`config.mk`:
```
export PLATFORM = sky130hd
export DESIGN_NAME = memory_controller
export DESIGN_NICKNAME = d
export VERILOG_FILES = /design/src/rtl/memory_controller_pkg.sv /design/src/rtl/memory_controller_load_data_extend.sv /design/src/rtl/memory_controller.sv
export SDC_FILE = /design/constraint.sdc
export NUM_CORES = 1
export LEC_CHECK = 0
export BUFFER_PORTS_ARGS = -buffer_cell sky130_fd_sc_hd__buf_2
export CORE_MARGIN = 2
export CORE_UTILIZATION = 30
export DETAILED_ROUTE_END_ITERATION = 10
export MAX_ROUTING_LAYER = met4
export SLEW_MARGIN = 5
export SYNTH_ARGS = -nofsm -noshare
export SYNTH_HDL_FRONTEND = slang
export SYNTH_SLANG_ARGS = --single-unit
```
`constraint.sdc`:
```
create_clock -name clk -period 3.35 [get_ports clk]
set_input_delay 0.335 -clock clk [delete_from_list [all_inputs] [get_ports clk]]
set_output_delay 0.335 -clock clk [all_outputs]
set_load 0.1 [all_outputs]
```
`src/rtl/memory_controller_pkg.sv`:
```
// memory_controller_pkg
//   Shared widths, op codes, IO addresses and FSM state type for the
//   memory controller slice, plus small op-decoding helpers.
package memory_controller_pkg;

  localparam int XLEN           = 32;
  localparam int INST_OP_WIDTH  = 6;
  localparam int ROB_SIZE_WIDTH = 4;

  // UART data/status ports; stores here stall while the UART buffer is full.
  localparam logic [XLEN-1:0] IO_ADDR0 = 32'h0003_0000;
  localparam logic [XLEN-1:0] IO_ADDR1 = 32'h0003_0004;

  localparam logic [INST_OP_WIDTH-1:0] OP_LB  = 6'd10;
  localparam logic [INST_OP_WIDTH-1:0] OP_LH  = 6'd11;
  localparam logic [INST_OP_WIDTH-1:0] OP_LW  = 6'd12;
  localparam logic [INST_OP_WIDTH-1:0] OP_LBU = 6'd13;
  localparam logic [INST_OP_WIDTH-1:0] OP_LHU = 6'd14;
  localparam logic [INST_OP_WIDTH-1:0] OP_SB  = 6'd15;
  localparam logic [INST_OP_WIDTH-1:0] OP_SH  = 6'd16;
  localparam logic [INST_OP_WIDTH-1:0] OP_SW  = 6'd17;

  typedef enum logic [1:0] {
    ST_IDLE,
    ST_IFETCH,
    ST_LOAD,
    ST_STORE
  } state_t;

  function automatic logic op_is_load(input logic [INST_OP_WIDTH-1:0] op);
    return (op == OP_LB) || (op == OP_LH) || (op == OP_LW) ||
           (op == OP_LBU) || (op == OP_LHU);
  endfunction

  function automatic logic [2:0] op_nbytes(input logic [INST_OP_WIDTH-1:0] op);
    logic [2:0] n;
    case (op)
      OP_LB, OP_LBU, OP_SB: n = 3'd1;
      OP_LH, OP_LHU, OP_SH: n = 3'd2;
      OP_LW, OP_SW:         n = 3'd4;
      default:              n = 3'd4;
    endcase
    return n;
  endfunction

endpackage

```
`src/rtl/memory_controller_load_data_extend.sv`:
```
// memory_controller_load_data_extend
//   Combinational sign/zero extension of an assembled little-endian load.
//   op       : load op code (LB/LH sign-extend, LBU/LHU zero-extend)
//   data_in  : assembled bytes, byte 0 in [7:0]
//   data_out : extended result (word loads pass through)
module memory_controller_load_data_extend
  import memory_controller_pkg::*;
(
  input  logic [INST_OP_WIDTH-1:0] op,
  input  logic [XLEN-1:0]          data_in,
  output logic [XLEN-1:0]          data_out
);

  always_comb begin
    case (op)
      OP_LB:   data_out = {{24{data_in[7]}}, data_in[7:0]};
      OP_LBU:  data_out = {24'b0, data_in[7:0]};
      OP_LH:   data_out = {{16{data_in[15]}}, data_in[15:0]};
      OP_LHU:  data_out = {16'b0, data_in[15:0]};
      default: data_out = data_in;
    endcase
  end

endmodule

```
`src/rtl/memory_controller.sv`:
```
// memory_controller
//   Owns the byte-wide RAM/IO port. Round-robin arbitration between
//   instruction fetch and the LSB, one byte per cycle, load results broadcast
//   on mem_data_ready/mem_data/mem_id.
//   clk, rst (sync, active-high), rdy (global enable), flush (mispredict)
//   if_req/if_addr -> if_ready/if_inst      : word fetch
//   lsb_mem_*      -> mem_data_ready/...    : LSB load/store, mem_busy back-pressure
//   mem_din/mem_dout/mem_a/mem_wr           : RAM port, io_buffer_full stalls IO stores
//
//   state  | meaning
//   IDLE   | arbitrate, bus idle
//   IFETCH | reading 4 instruction bytes
//   LOAD   | reading 1/2/4 load bytes
//   STORE  | writing 1/2/4 store bytes
module memory_controller
  import memory_controller_pkg::*;
(
  input  logic                      clk,
  input  logic                      rst,
  input  logic                      rdy,
  input  logic                      flush,
  input  logic                      if_req,
  input  logic [XLEN-1:0]           if_addr,
  output logic                      if_ready,
  output logic [XLEN-1:0]           if_inst,
  input  logic                      lsb_mem_enable,
  input  logic [INST_OP_WIDTH-1:0]  lsb_mem_op,
  input  logic [XLEN-1:0]           lsb_mem_addr,
  input  logic [XLEN-1:0]           lsb_mem_data,
  input  logic [ROB_SIZE_WIDTH-1:0] lsb_mem_id,
  output logic                      mem_busy,
  output logic                      mem_data_ready,
  output logic [XLEN-1:0]           mem_data,
  output logic [ROB_SIZE_WIDTH-1:0] mem_id,
  input  logic [7:0]                mem_din,
  output logic [7:0]                mem_dout,
  output logic [31:0]               mem_a,
  output logic                      mem_wr,
  input  logic                      io_buffer_full
);

  state_t                    state_q, state_d;
  logic [2:0]                cnt_q, cnt_d;
  logic [INST_OP_WIDTH-1:0]  op_q, op_d;
  logic [XLEN-1:0]           addr_q, addr_d, wdata_q, wdata_d, buf_q, buf_d;
  logic [ROB_SIZE_WIDTH-1:0] id_q, id_d;
  logic                      pend_valid_q, pend_valid_d;
  logic [INST_OP_WIDTH-1:0]  pend_op_q, pend_op_d;
  logic [XLEN-1:0]           pend_addr_q, pend_addr_d, pend_data_q, pend_data_d;
  logic [ROB_SIZE_WIDTH-1:0] pend_id_q, pend_id_d;
  logic                      lsb_turn_q, lsb_turn_d;
  logic                      if_ready_q, if_ready_d, mem_data_ready_q, mem_data_ready_d;
  logic [XLEN-1:0]           if_inst_q, if_inst_d, mem_data_q, mem_data_d;
  logic [ROB_SIZE_WIDTH-1:0] mem_id_q, mem_id_d;

  logic [INST_OP_WIDTH-1:0]  cand_op;
  logic [XLEN-1:0]           cand_addr, cand_data, buf_merged, ext_data;
  logic [ROB_SIZE_WIDTH-1:0] cand_id;
  logic [2:0]                nbytes;
  logic                      lsb_avail, if_avail, grant_lsb, grant_fetch;
  logic                      io_stall, issue_rd, issue_wr;

  // An LSB request arriving this cycle competes as if it were already pending.
  assign cand_op   = pend_valid_q ? pend_op_q   : lsb_mem_op;
  assign cand_addr = pend_valid_q ? pend_addr_q : lsb_mem_addr;
  assign cand_data = pend_valid_q ? pend_data_q : lsb_mem_data;
  assign cand_id   = pend_valid_q ? pend_id_q   : lsb_mem_id;

  assign lsb_avail = (pend_valid_q | lsb_mem_enable) & ~(flush & op_is_load(cand_op));
  // The fetch unit only drops if_req after seeing if_ready, so the request is
  // still up during the if_ready cycle and must not be granted a second time.
  assign if_avail  = if_req & ~flush & ~if_ready_q;

  assign nbytes   = op_nbytes(op_q);
  assign io_stall = (state_q == ST_STORE) & io_buffer_full &
                    ((addr_q == IO_ADDR0) | (addr_q == IO_ADDR1));
  assign issue_rd = ((state_q == ST_IFETCH) | (state_q == ST_LOAD)) & (cnt_q < nbytes);
  assign issue_wr = (state_q == ST_STORE) & ~io_stall;

  assign mem_a    = (issue_rd | issue_wr) ? addr_q + {29'b0, cnt_q} : 32'b0;
  assign mem_wr   = issue_wr;
  assign mem_busy = pend_valid_q | lsb_mem_enable | (state_q == ST_LOAD) | (state_q == ST_STORE);

  always_comb begin
    mem_dout = 8'b0;
    if (issue_wr) begin
      case (cnt_q[1:0])
        2'd0: mem_dout = wdata_q[7:0];
        2'd1: mem_dout = wdata_q[15:8];
        2'd2: mem_dout = wdata_q[23:16];
        default: mem_dout = wdata_q[31:24];
      endcase
    end
  end

  // mem_din holds the byte addressed in the previous cycle, i.e. byte cnt-1.
  always_comb begin
    buf_merged = buf_q;
    case (cnt_q)
      3'd1: buf_merged[7:0]   = mem_din;
      3'd2: buf_merged[15:8]  = mem_din;
      3'd3: buf_merged[23:16] = mem_din;
      3'd4: buf_merged[31:24] = mem_din;
      default: ;
    endcase
  end

  memory_controller_load_data_extend u_extend (
    .op       (op_q),
    .data_in  (buf_merged),
    .data_out (ext_data)
  );

  always_comb begin
    state_d          = state_q;
    cnt_d            = cnt_q;
    op_d             = op_q;
    addr_d           = addr_q;
    wdata_d          = wdata_q;
    id_d             = id_q;
    buf_d            = buf_q;
    lsb_turn_d       = lsb_turn_q;
    if_ready_d       = 1'b0;
    if_inst_d        = if_inst_q;
    mem_data_ready_d = 1'b0;
    mem_data_d       = mem_data_q;
    mem_id_d         = mem_id_q;
    pend_valid_d     = pend_valid_q;
    pend_op_d        = pend_op_q;
    pend_addr_d      = pend_addr_q;
    pend_data_d      = pend_data_q;
    pend_id_d        = pend_id_q;
    grant_lsb        = 1'b0;
    grant_fetch      = 1'b0;

    case (state_q)
      ST_IDLE: begin
        // lsb_turn_q resets low, so fetch wins the first contention after reset.
        if (lsb_avail && (!if_avail || lsb_turn_q)) grant_lsb = 1'b1;
        else if (if_avail)                          grant_fetch = 1'b1;
        if (grant_fetch) begin
          state_d    = ST_IFETCH;
          op_d       = OP_LW;
          addr_d     = if_addr;
          cnt_d      = 3'd0;
          buf_d      = '0;
          lsb_turn_d = 1'b1;
        end else if (grant_lsb) begin
          state_d    = op_is_load(cand_op) ? ST_LOAD : ST_STORE;
          op_d       = cand_op;
          addr_d     = cand_addr;
          wdata_d    = cand_data;
          id_d       = cand_id;
          cnt_d      = 3'd0;
          buf_d      = '0;
          lsb_turn_d = 1'b0;
        end
      end
      ST_IFETCH, ST_LOAD: begin
        if (flush) begin
          state_d = ST_IDLE;
          cnt_d   = 3'd0;
        end else begin
          cnt_d = cnt_q + 3'd1;
          if (cnt_q != 3'd0) buf_d = buf_merged;
          if (cnt_q == nbytes) begin
            state_d = ST_IDLE;
            cnt_d   = 3'd0;
            if (state_q == ST_IFETCH) begin
              if_ready_d = 1'b1;
              if_inst_d  = buf_merged;
            end else begin
              mem_data_ready_d = 1'b1;
              mem_data_d       = ext_data;
              mem_id_d         = id_q;
            end
          end
        end
      end
      ST_STORE: begin
        // Stores are already committed, so flush does not touch them.
        if (!io_stall) begin
          if (cnt_q == nbytes - 3'd1) begin
            state_d = ST_IDLE;
            cnt_d   = 3'd0;
          end else begin
            cnt_d = cnt_q + 3'd1;
          end
        end
      end
      default: state_d = ST_IDLE;
    endcase

    if (flush && pend_valid_q && op_is_load(pend_op_q)) pend_valid_d = 1'b0;
    if (grant_lsb) pend_valid_d = 1'b0;
    if (lsb_mem_enable && !(grant_lsb && !pend_valid_q) &&
        !(flush && op_is_load(lsb_mem_op))) begin
      pend_valid_d = 1'b1;
      pend_op_d    = lsb_mem_op;
      pend_addr_d  = lsb_mem_addr;
      pend_data_d  = lsb_mem_data;
      pend_id_d    = lsb_mem_id;
    end
  end

  always_ff @(posedge clk) begin
    if (rst) begin
      state_q          <= ST_IDLE;
      cnt_q            <= 3'd0;
      op_q             <= '0;
      addr_q           <= '0;
      wdata_q          <= '0;
      id_q             <= '0;
      buf_q            <= '0;
      lsb_turn_q       <= 1'b0;
      if_ready_q       <= 1'b0;
      if_inst_q        <= '0;
      mem_data_ready_q <= 1'b0;
      mem_data_q       <= '0;
      mem_id_q         <= '0;
      pend_valid_q     <= 1'b0;
      pend_op_q        <= '0;
      pend_addr_q      <= '0;
      pend_data_q      <= '0;
      pend_id_q        <= '0;
    end else if (rdy) begin
      state_q          <= state_d;
      cnt_q            <= cnt_d;
      op_q             <= op_d;
      addr_q           <= addr_d;
      wdata_q          <= wdata_d;
      id_q             <= id_d;
      buf_q            <= buf_d;
      lsb_turn_q       <= lsb_turn_d;
      if_ready_q       <= if_ready_d;
      if_inst_q        <= if_inst_d;
      mem_data_ready_q <= mem_data_ready_d;
      mem_data_q       <= mem_data_d;
      mem_id_q         <= mem_id_d;
      pend_valid_q     <= pend_valid_d;
      pend_op_q        <= pend_op_d;
      pend_addr_q      <= pend_addr_d;
      pend_data_q      <= pend_data_d;
      pend_id_q        <= pend_id_d;
    end
  end

  assign if_ready       = if_ready_q;
  assign if_inst        = if_inst_q;
  assign mem_data_ready = mem_data_ready_q;
  assign mem_data       = mem_data_q;
  assign mem_id         = mem_id_q;

endmodule
```
==> results.py <==
metrics = {
    "status": {
        "outcome": "finished, final reports clean",
    },
    "power": {
        "p_int_mw": 6.05,
        "p_clk_share_pct": 40.7,
        "p_leak_nw": 6.19,
        "peakVddDrop_uv": 394,
        "seqPwrFrac_pct": 39.5,
        "p_comb_share_pct": 19.8,
        "p_per_area_mw_per_mm2": 543,
        "swShare_pct": 30.1,
        "p_sw_mw": 2.60,
    },
    "sta": {
        "finalHoldViolations": 0,
        "setup_slack_ns": 0.110,
        "drv_slew": 0,
        "tightestPinTransition_ns": 0.910,
        "max_freq_ghz": 0.309,
        "post-route-min-period_ns": 3.24,
        "max-slew-margin-rel_pct": 39.2,
        "setup_viol": 0,
        "period_share_pct": 96.7,
        "skew_ns": 0.0209,
    },
    "die": {
        "num_rows": 73,
        "dieArea_mm2": 0.0423,
        "die_h_um": 206,
        "core_area_mm2": 0.0399,
        "initial_core_util_pct": 30.5,
        "io_pins": 233,
        "die_w_um": 206,
    },
    "synthesis": {
        "syn_nets": 1615,
        "netlist_instances": 1476,
        "synth-edff-count": 0,
        "ys_warn_count": 0,
        "netlist_area_mm2": 0.0122,
        "yosysSeqAreaShare_pct": 42.7,
        "synth-main-ff-cell": "dfxtp_1",
        "syn_area_per_cell_um2": 8.26,
        "synth-seq-cells": 260,
        "synth-async-reset-ratio_pct": 0,
        "ys_types": 69,
    },
    "cells_and_area": {
        "fin_nets": 1866,
        "layout-drive-gt1-share_pct": 22.9,
        "fin_util_pct": 39.9,
        "area_growth_syn_to_layout_pct": 30.7,
    },
    "worst_setup_path": {
        "path_cells": "and4_4 > nand4_4 > or3_4 > or4_4 > nor2_2 > xnor2_1 > nor2_2 > buf_12",
        "required_ns": 3.01,
        "crit_path_top_delay_cell": "or4_4",
        "cpPeakStageDelay_ns": 0.60,
        "cp_common_cell": "nor2_2",
        "critical_path_class": "flip-flop to output port",
        "path_max_fanout": 4,
        "crit_buf_inv": 1,
        "critPathTopFamily": "simple AND/OR/NAND/NOR gates",
        "crit_arrival_ns": 2.91,
        "worstSetupStartpointType": "flip-flop",
        "endpoint_kind": "output port",
    },
    "run": {
        "max_cap_violations": 0,
    },
    "drt": {
        "drt_first_pass_iters": 5,
        "wl_um": 38500,
        "drc": 0,
        "dr.first_iter.drc_count": 592,
        "ant_nets": 0,
        "vias": 11300,
        "wire_per_inst_um": 16.8,
        "viasPerCell": 4.95,
    },
    "clock_tree": {
        "htree_levels": 1,
        "clock_latency_ns": 0.59,
        "clk_path_buf_depth": 3,
        "cts_tree": "done",
        "numCtsBuffers": 30,
        "root_buffer": "clkbuf_16",
        "clk_pin_slew_worst_paths_ns": 0.06,
        "cts.sinks": 260,
    },
    "global_routing": {
        "grt_max_degree": 138,
        "gr-total-overflow": 0,
        "grt_pass1_wl_um": 59400,
        "grt_pass1_vias": 10900,
        "antenna_found_initial": 13,
        "grt_use_total_pct": 18.3,
    },
    "placement": {
        "place_hpwl_um": 26700,
        "dp_slack_ns": 0.373,
        "io_buffers": 232,
        "place.gp.congestion": 0.866,
    },
    "hold_path": {
        "hold_path_class": "input port to flip-flop",
    },
}
-- cell usage in the layout (no fill, tap or decap), types with 5 or more instances in the layout --
cell           Yosys  routed
nor3_1            17      17
o21ai_0           30      30
a211oi_1          84      84
nand2b_1           8       8
or3_1              5       5
a21oi_1          178     177
nor2_2             7      14
a222oi_1           8       8
nor2_1           234     226
clkbuf_8           0       9
dfxtp_2            0      12
nand2_1          225     225
buf_12             0       9
ha_1              17      16
inv_1             15      15
xnor2_1           16      16
dfxtp_1          260     247
nand4_1            5       5
buf_4              7      41
buf_2             31     199
and3_1             6       6
xor2_1            17      17
buf_6              0      18
mux2_2            24      24
a32o_1            21      21
mux2i_1           89      89
nand3_1           21      21
nor2b_1           15      15
clkbuf_16          0      30
diode_2            0      13
dlygate4sd3_1      0      58
-- sequential cells by signal, summed over array words and instances (netlist names), named ones only --
register,count
op_q,6
mem_id,4
mem_data,32
state_q,2
wdata_q,32
addr_q,32
pend_valid_q,1
pend_addr_q,32
pend_op_q,6
mem_data_ready,1
pend_data_q,32
if_ready,1
buf_q,32
cnt_q,3
lsb_turn_q,1
id_q,4
if_inst,32
pend_id_q,4
-- power groups by stage --
stage | logic (mW) | clock network [mW] | registers, mW
3_5_place_dp | 1.50 | 0 | 3.47
6_report | 1.71 | 3.52 | 3.42
5_1_grt | 1.86 | 3.72 | 3.44
4_1_cts | 1.70 | 3.59 | 3.40
2_1_floorplan | 1.09 | 0 | 3.45
3_3_place_gp | 1.48 | 0 | 3.47
-- synth_stat cells, types with 6 or more instances --
cell type / count / share of area, %
xnor2_1: 16 / 1.1
nor3_1: 17 / 0.70
clkbuf_1: 68 / 2.1
ha_1: 17 / 1.7
xor2_1: 17 / 1.2
inv_1: 15 / 0.46
a222oi_1: 8 / 0.66
nor2b_1: 15 / 0.77
nand2_1: 225 / 6.9
nor2_2: 7 / 0.36
buf_4: 7 / 0.43
mux2_2: 24 / 2.2
a211oi_1: 84 / 5.2
dfxtp_1: 260 / 43
o21ai_0: 30 / 1.2
nand2b_1: 8 / 0.41
buf_2: 31 / 1.3
a32o_1: 21 / 1.7
nor2_1: 234 / 7.2
a21oi_1: 178 / 7.3
mux2i_1: 89 / 7.3
and3_1: 6 / 0.31
nand3_1: 21 / 0.86
-- timing repair --
action,CTS,global route
setup buffers,3,1
hold buffers,58,0
gates resized for setup,55,25
endpoints found under the hold margin,58,0
cloned,2,0
setup endpoints to repair,32,32
pin swaps,1,7
-- layer usage --
layer	share of wire (%)	global-route usage, %	up-vias	wire length (µm)
met2	48	29.9	269	18600
li1	-	-	5657	-
met5	0	-	-	0
met1	44	22.9	5335	16800
met3	5.5	3.53	65	2110
met4	2.5	5.55	0	952
-- worst reg2reg max path, delay by kind of cell (launching register included) --
| kind | cells | cell delay (ns) |
|---|---|---|
| simple gates | 5 | 1.09 |
| buf+inv | 2 | 0.26 |
| compound gates | 3 | 0.61 |
| fa+ha+maj | 1 | 0.31 |
| flops | 1 | 0.40 |
-- cell families after synthesis --
kind of cell,share of synthesized area (%)
simple gates,20.1
flops,42.7
mux,9.53
fa+ha+maj,1.91
buf+inv,4.35
compound gates,19.1
xor+xnor,2.37
-- cell type report --
type,instances,area [µm²]
fill,3968,24000
multi-input combinational,1092,6560
sequential,260,5220
timing repair buffer,327,2320
clock buffer,43,890
tap,525,657
clock inverter,11,190
inverter,16,60.1
antenna,13,32.5
-- final timing paths --
path / slack [ns] / start / depth (start not counted) / end
max: 0.11 / addr_q[11]$_SDFFE_PP0N_ / 8 / mem_a[28]
min: 0.02 / lsb_mem_addr[7] / 3 / pend_addr_q[7]$_SDFFE_PP0P_
max reg2reg: 0.59 / op_q[5]$_SDFFE_PP0N_ / 11 / mem_data[29]$_SDFFE_PP0P_
min reg2reg: 0.44 / buf_q[23]$_SDFFE_PP0P_ / 2 / buf_q[23]$_SDFFE_PP0P_
-- per-stage QoR --
step	TNS (ns)	power (mW)	hold slack, ns	cells	area, µm²
detailed placement	0	4.97	0.430	2156	13900
finish	0	8.65	0.0219	2287	15900
CTS	0	8.70	0.000985	2273	15800
global route	-0.0303	9.02	0.0174	2287	15900
global placement	0	4.95	0.427	2156	13900
floorplan	-0.343	4.54	0.412	1476	12200
No activity file was read; power rests on OpenSTA's default activity.
